[src/rtl/ctrl_fsm_param.sv]
// Fetch/decode/execute control FSM driving PC, IR, register file, ALU and data memory.
// Outputs are decoded combinationally from the current state and ir; LOAD waits LOAD_LAT cycles.
module ctrl_fsm_param #(
   parameter int IW       = 16,
   parameter int RF_AW    = 4,
   parameter int DM_AW    = 8,
   parameter int PC_AW    = 7,
   parameter int LOAD_LAT = 1
) (
   input  logic             clk,
   input  logic             reset,
   input  logic [IW-1:0]    ir,
   input  logic             ra_zero,
   input  logic             resume,
   output logic             PC_clr,
   output logic             PC_up,
   output logic             PC_ld,
   output logic [PC_AW-1:0] PC_addr,
   output logic             IR_ld,
   output logic [DM_AW-1:0] D_addr,
   output logic             D_wr,
   output logic             RF_s,
   output logic [RF_AW-1:0] RF_W_addr,
   output logic             RF_W_en,
   output logic [RF_AW-1:0] RF_Ra_addr,
   output logic [RF_AW-1:0] RF_Rb_addr,
   output logic [2:0]       ALU_s0,
   output logic             halted,
   output logic             illegal,
   output logic [3:0]       state_cur,
   output logic [3:0]       state_nxt
);

   localparam int CW = (LOAD_LAT < 2) ? 1 : $clog2(LOAD_LAT + 1);

   typedef enum logic [3:0] {
      INIT   = 4'd0,  FETCH  = 4'd1,  DECODE = 4'd2,  NOOP  = 4'd3,
      LOAD_A = 4'd4,  LOAD_B = 4'd5,  STORE  = 4'd6,  ADD   = 4'd7,
      SUB    = 4'd8,  HALT   = 4'd9,  JMP    = 4'd10, JZ    = 4'd11
   } state_t;

   state_t        st, nx;
   logic [CW-1:0] cnt;

   logic [3:0]       op;
   logic [RF_AW-1:0] fa, fb, fw;
   logic [DM_AW-1:0] ld_addr, st_addr;
   logic [PC_AW-1:0] target;

   assign op      = ir[IW-1 -: 4];
   assign fa      = ir[IW-5 -: RF_AW];
   assign fb      = ir[IW-5-RF_AW -: RF_AW];
   assign fw      = ir[RF_AW-1:0];
   assign ld_addr = ir[RF_AW +: DM_AW];
   assign st_addr = ir[DM_AW-1:0];
   assign target  = ir[PC_AW-1:0];

   always_ff @(posedge clk or posedge reset) begin
      if (reset) begin
         st  <= INIT;
         cnt <= '0;
      end else begin
         st  <= nx;
         // counter restarts whenever LOAD_A is (re)entered
         if (st == LOAD_A && nx == LOAD_A) cnt <= cnt + 1'b1;
         else                              cnt <= '0;
      end
   end

   always_comb begin
      nx         = INIT;
      PC_clr     = 1'b0;
      PC_up      = 1'b0;
      PC_ld      = 1'b0;
      PC_addr    = '0;
      IR_ld      = 1'b0;
      D_addr     = '0;
      D_wr       = 1'b0;
      RF_s       = 1'b0;
      RF_W_addr  = '0;
      RF_W_en    = 1'b0;
      RF_Ra_addr = '0;
      RF_Rb_addr = '0;
      ALU_s0     = 3'd0;
      halted     = 1'b0;
      illegal    = 1'b0;
      case (st)
         INIT: begin
            PC_clr = 1'b1;
            nx     = FETCH;
         end
         FETCH: begin
            PC_up = 1'b1;
            IR_ld = 1'b1;
            nx    = DECODE;
         end
         DECODE: begin
            case (op)
               4'd0:    nx = NOOP;
               4'd1:    nx = STORE;
               4'd2:    nx = LOAD_A;
               4'd3:    nx = ADD;
               4'd4:    nx = SUB;
               4'd5:    nx = HALT;
               4'd6:    nx = JMP;
               4'd7:    nx = JZ;
               default: begin
                  nx      = NOOP;
                  illegal = 1'b1;
               end
            endcase
         end
         NOOP: nx = FETCH;
         LOAD_A: begin
            D_addr    = ld_addr;
            RF_s      = 1'b1;
            RF_W_addr = fw;
            nx        = (cnt == CW'(LOAD_LAT - 1)) ? LOAD_B : LOAD_A;
         end
         LOAD_B: begin
            D_addr    = ld_addr;
            RF_s      = 1'b1;
            RF_W_addr = fw;
            RF_W_en   = 1'b1;
            nx        = FETCH;
         end
         STORE: begin
            D_addr     = st_addr;
            D_wr       = 1'b1;
            RF_Ra_addr = fa;
            nx         = FETCH;
         end
         ADD, SUB: begin
            RF_Ra_addr = fa;
            RF_Rb_addr = fb;
            RF_W_addr  = fw;
            RF_W_en    = 1'b1;
            ALU_s0     = (st == ADD) ? 3'd1 : 3'd2;
            nx         = FETCH;
         end
         HALT: begin
            halted = 1'b1;
            nx     = resume ? FETCH : HALT;
         end
         JMP: begin
            PC_ld   = 1'b1;
            PC_addr = target;
            nx      = FETCH;
         end
         JZ: begin
            RF_Ra_addr = fa;
            if (ra_zero) begin
               PC_ld   = 1'b1;
               PC_addr = target;
            end
            nx = FETCH;
         end
         default: nx = INIT;
      endcase
   end

   assign state_cur = st;
   assign state_nxt = nx;

endmodule

[config.mk]
export PLATFORM = sky130hd
export DESIGN_NAME = ctrl_fsm_param
export DESIGN_NICKNAME = d
export VERILOG_FILES = /design/src/rtl/ctrl_fsm_param.sv
export SDC_FILE = /design/constraint.sdc
export NUM_CORES = 1
export LEC_CHECK = 0
export ABC_CLOCK_PERIOD_IN_PS = 1700
export BUFFER_PORTS_ARGS = -buffer_cell sky130_fd_sc_hd__clkbuf_2
export CAP_MARGIN = 10
export CORE_MARGIN = 4
export CORE_UTILIZATION = 34
export CTS_CLUSTER_DIAMETER = 120
export DETAILED_ROUTE_END_ITERATION = 10
export PLACE_DENSITY = 0.89
export SYNTH_ARGS = -nofsm -noshare
export SYNTH_HDL_FRONTEND = slang
export SYNTH_SLANG_ARGS = --single-unit
[constraint.sdc]
create_clock -name clk -period 1.7 [get_ports clk]
set_input_delay 0.17 -clock clk [delete_from_list [all_inputs] [get_ports clk]]
set_output_delay 0.17 -clock clk [all_outputs]
set_load 0.01 [all_outputs]
# After elaboration in Yosys (flattened, before gate mapping)
# Index checks and enable logic that the tools add are counted.
# classes
n_addsub	1
n_eq_ne	19
n_mux	23
n_reduce_logical	10
# op_table
cell	count
$eq A4 B3 Y1 const B	9
$pmux W4 S7	1
$pmux W4 S5	1
$eq A4 B2 Y1 const B	4
$eq A4 B4 Y1 const B	4
$mux W4	4
$pmux W8 S2	1
$reduce_or A8 Y1	2
$pmux W7 S2	1
$mux W1	11
$eq A4 B1 Y1 const B	2
$logic_not A4 Y1	2
$reduce_or A4 Y1	2
$mux W7	1
$mux W2	2
$reduce_or A2 Y1	2
$reduce_or A3 Y1	1
$pmux W1 S2	1
$add A1 B1 Y1 const B	1
$logic_and A1 B1 Y1	1
# word_totals
regBits	5
input_bits	20
output_inout_bits	47

# Depth between registers and ports, before layout
# logic_depth
word_depth	6
depth_mapped	4
ltp_nobuf	3

# Least setup slack after synthesis
# OpenSTA, ideal clock, no wires.
# synth_path
path_type	reg-to-reg
from	register st[0] (netlist: state_cur[0])
to	register st[1] (netlist: state_cur[1])
arrival_ns	1.385
t_required_ns	1.523
setup_slack_ns	0.137
stages_incl_launch_ff	5
path_buffers	1
path_cell_list	dfrtp_1 clkbuf_1 nand2b_1 o21a_1 nor4_1
# synth_via
elab_chain_cells	3
elab_cells_between_ends	14
classes_between	eq/ne: 11; mux: 1; reduce/logical: 2
# synth_rtl
item	line	source
start, declared	42	state_t st, nx;
start signal, assigned	63	st <= nx;
$eq A4 B3 Y1, or another cell as far along	87	case (st)
$reduce_or A8 Y1 (no line)	--	
$pmux W4 S5 (*)	87	
named net state_nxt[1]	31	output logic [3:0] state_nxt
# The timed path passes the listed nets; every way through them passes the cells marked *.

# Final worst setup path
# layout_path
from	register st[0] (netlist: state_cur[0])
to	output RF_Ra_addr[1]
# layout_via
elab_chain_cells	3
elab_cells_between_ends	6
classes_between	eq/ne: 4; mux: 1; reduce/logical: 1
# layout_rtl
item	line	source
$eq A4 B3 Y1 or $eq A4 B4 Y1 (tied branches)	87	
$reduce_or A4 Y1 (no line) (*)	--	
$mux W4 (*)	87	
end, declared	25	output logic [RF_AW-1:0] RF_Ra_addr,
# Mark *: on every way between the ends. The rest lies on a longest branch, timed or not.

==> out/metrics.yaml <==
outcome:
  status: "complete, but fails checks"
  violations: "setup timing"
synth:
  synth.area.top_cells: "dfrtp_1 20%, and2_1 15%, a22o_1 11%, nand2b_1 5.0%, nor4b_1 4.2%"
  ys_seq_elements: 5
  synth_top_area_frac: 0.1996
  synth_cell_types: 30
  ys_seq_area_frac: 0.1996
  syn_avg_cell_area_sq_um: 7.935
  synth_top_area_cell: "dfrtp_1"
  synth_cells: 79
  ys_warn_count: 0
  synth_area_sq_um: 626.9
place:
  port_buffers: 65
  placed_cells: 170
  hpwl_mm: 1.837
  routabilityCongestion: 0.7859
global_routing:
  grt_pass1_wl_mm: 3.870
  grt-ovfl-total: 0
  grt_start_max_net_pins: 10
  grt_pass1_vias: 919
  antenna_found_initial: 0
  grt_use_total: 0.1873
floorplanning:
  io_pins: 67
  die_area_sq_um: 2595
  coreArea_sq_um: 1745
  start_util: 0.3591
  die_y_um: 50.94
  die_w_um: 50.94
  row_count: 15
routing:
  met2_wirelength_mm: 1.334
  met1_length_um: 860
  dr_wl_met3_um: 293
  routed_wirelength_mm: 2.489
  vias_per_cell: 5.072
  top_layer: "met3"
  vias: 913
  post-route-drc-count: 0
  wl_per_cell_um: 13.83
  first_pass_iters: 4
  antenna_left: 0
  drt_iter0_markers: 23
cts:
  cts_buffers: 3
  cts_tree: "built"
  ctsRootBufferMaster: "clkbuf_4"
  clkTransAtPathRegs_ps: 40
  cts.sinks: 5
  cts_buffer_depth: 2
  cts_htree_levels: 1
  clock_latency_ps: 230
sta:
  rsz0062_at_grt: "yes"
  setup_viol: 17
  fin_crit_sh: 1.071
  drv_slew: 0
  layout_setup_ws_ps: -120.4
  max_freq_mhz: 549.3
  fin_crit_ps: 1820
  finClkSkew_ps: 0.2549
  timing.final.hold_violations: 0
finish:
  diodes: 0
  fin_cells: 180
  layout_common_cells: "48 x clkbuf_2, 11 x buf_4, 9 x buf_2, 9 x buf_6"
  area_growth_pct: 99.00
  final_common_cell: "clkbuf_2"
  nets: 176
  drive_above_1_share: 0.6710
critical_path:
  reg2reg_to: "state_cur[0]"
  r2r_setup_slack_ps: 320
  crit_path_max_incr_delay_ps: 580
  cp-end-kind: "output pin"
  start_kind: "flop"
  cp.required_ps: 1530
  crit_type: "reg2out"
  path_max_fanout: 6
  r2r_cells: 4
  cp_data_arrival_time_ps: 1650
  cp_slowest_cell: "or4b_4"
  r2r_start: "state_cur[0]"
  path_cells: "or4b_4 > o211ai_4 > and2_4 > buf_6"
  path_buf_inv: 1
  path_delay_family: "simple AND/OR/NAND/NOR gates"
worst_hold_path:
  min_from: "ir[12]"
  worstHoldPathType: "in2reg"
  hold_depth: 3
  whs_endpoint: "state_cur[0]"
power:
  switching_power_mw: 0.5621
  comb_power_share: 0.733
  power_density_nw_per_um2: 1014
  switching_share: 0.4445
  ir_drop_uv: 790.1
  total_power_mw: 1.265
  p_clk_frac: 0.103
  sequentialPowerShare: 0.164
  p_leak_nw: 0.7026
  p_int_mw: 0.7025
flow_run:
  drv_cap: 0
-- cell usage after synthesis --
library cell,instances
and2_1,15
a22o_1,8
dfrtp_1,5
nand2b_1,5
and3_1,4
nor2_1,4
inv_1,3
nor3_1,3
nor4_1,3
nor4b_1,3
a21o_1,2
buf_2,2
buf_4,2
clkbuf_1,2
nor2_2,2
o21ai_0,2
a221oi_1,1
and4b_1,1
buf_6,1
conb_1,1
nand2_1,1
nand3b_1,1
nor2b_1,1
nor3b_2,1
o211ai_2,1
o21a_1,1
o31ai_1,1
or4b_4,1
or4bb_1,1
xnor2_1,1
-- worst reg2reg max path, cell delays in order, from the launching register on --
cell	delay [ps]
dfrtp_2	440
buf_6	130
or4bb_1	490
o31ai_2	100
a221oi_2	80
-- area by class of cell --
cell class                 count  area [sq um]
clock buffer                   4         26.28
fill                         146         498.0
inverter                       3         11.26
multi-input combinational     65         570.5
sequential                     5         128.9
tap                           25         31.28
timing repair buffer          78         479.2
-- per-stage QoR --
step / instance area [sq um] / setup TNS [ps] / worst slack [ps] / hold slack [ps] / util
floorplan: 630.6 / 0 / 137.5 / -51.48 / -
global placement: 996.0 / 0 / 100.2 / 47.83 / 0.5706
detailed placement: 996.0 / -12.98 / -12.98 / 49.70 / 0.5706
CTS: 1136 / -1374 / -120.0 / 225.8 / 0.6509
global route: 1247 / -3356 / -180.0 / 330.8 / 0.7147
finish: 1247 / -906.3 / -120.4 / 301.7 / 0.7147
-- power by group through the flow --
stage | clock network [mW] | logic [mW] | registers, mW
finish | 0.130 | 0.927 | 0.207
global route | 0.143 | 1.00 | 0.215
CTS | 0.137 | 0.845 | 0.203
detailed placement | 0 | 0.684 | 0.207
global placement | 0 | 0.670 | 0.198
floorplan | 0 | 0.409 | 0.192
-- how the worst max path moves through the flow --
stage / startpoint / end / slack [ps] / cells past startpoint
3_3_place_gp: state_cur[0] / state_nxt[1] / 100 / 4
6_report: state_cur[0] / RF_Ra_addr[1] / -120 / 4
4_1_cts: state_cur[0] / RF_Ra_addr[1] / -120 / 4
3_5_place_dp: state_cur[0] / state_nxt[1] / -10 / 4
2_1_floorplan: state_cur[0] / state_cur[1] / 140 / 4
5_1_grt: state_cur[1] / RF_Ra_addr[1] / -180 / 4
-- logic make-up after synthesis --
group           Yosys count  synth area share
xor+xnor                  1           0.01397
simple gates             46            0.4830
flops                     5            0.1996
compound gates           16            0.2096
buf+inv                  10           0.08782
other cells               1          0.005982
-- what timing repair did --
item	CTS	global route
hold endpoints to repair	5	0
endpoints found under the setup margin	33	34
resized for setup	19	37
hold buffers	1	0
setup buffers	3	2
pin swaps	10	17
-- state kept, by name, indices dropped and copies added (netlist names) --
register,cells
cnt,1
state_cur,4
-- routing by layer --
layer / GRT usage / up-vias
met1: 0.1982 / 416
met5: 0 / -
li1: - / 435
met4: 0.05381 / 0
met2: 0.3691 / 62
met3: 0.03207 / 0
Power figures use the tool's default switching activity.
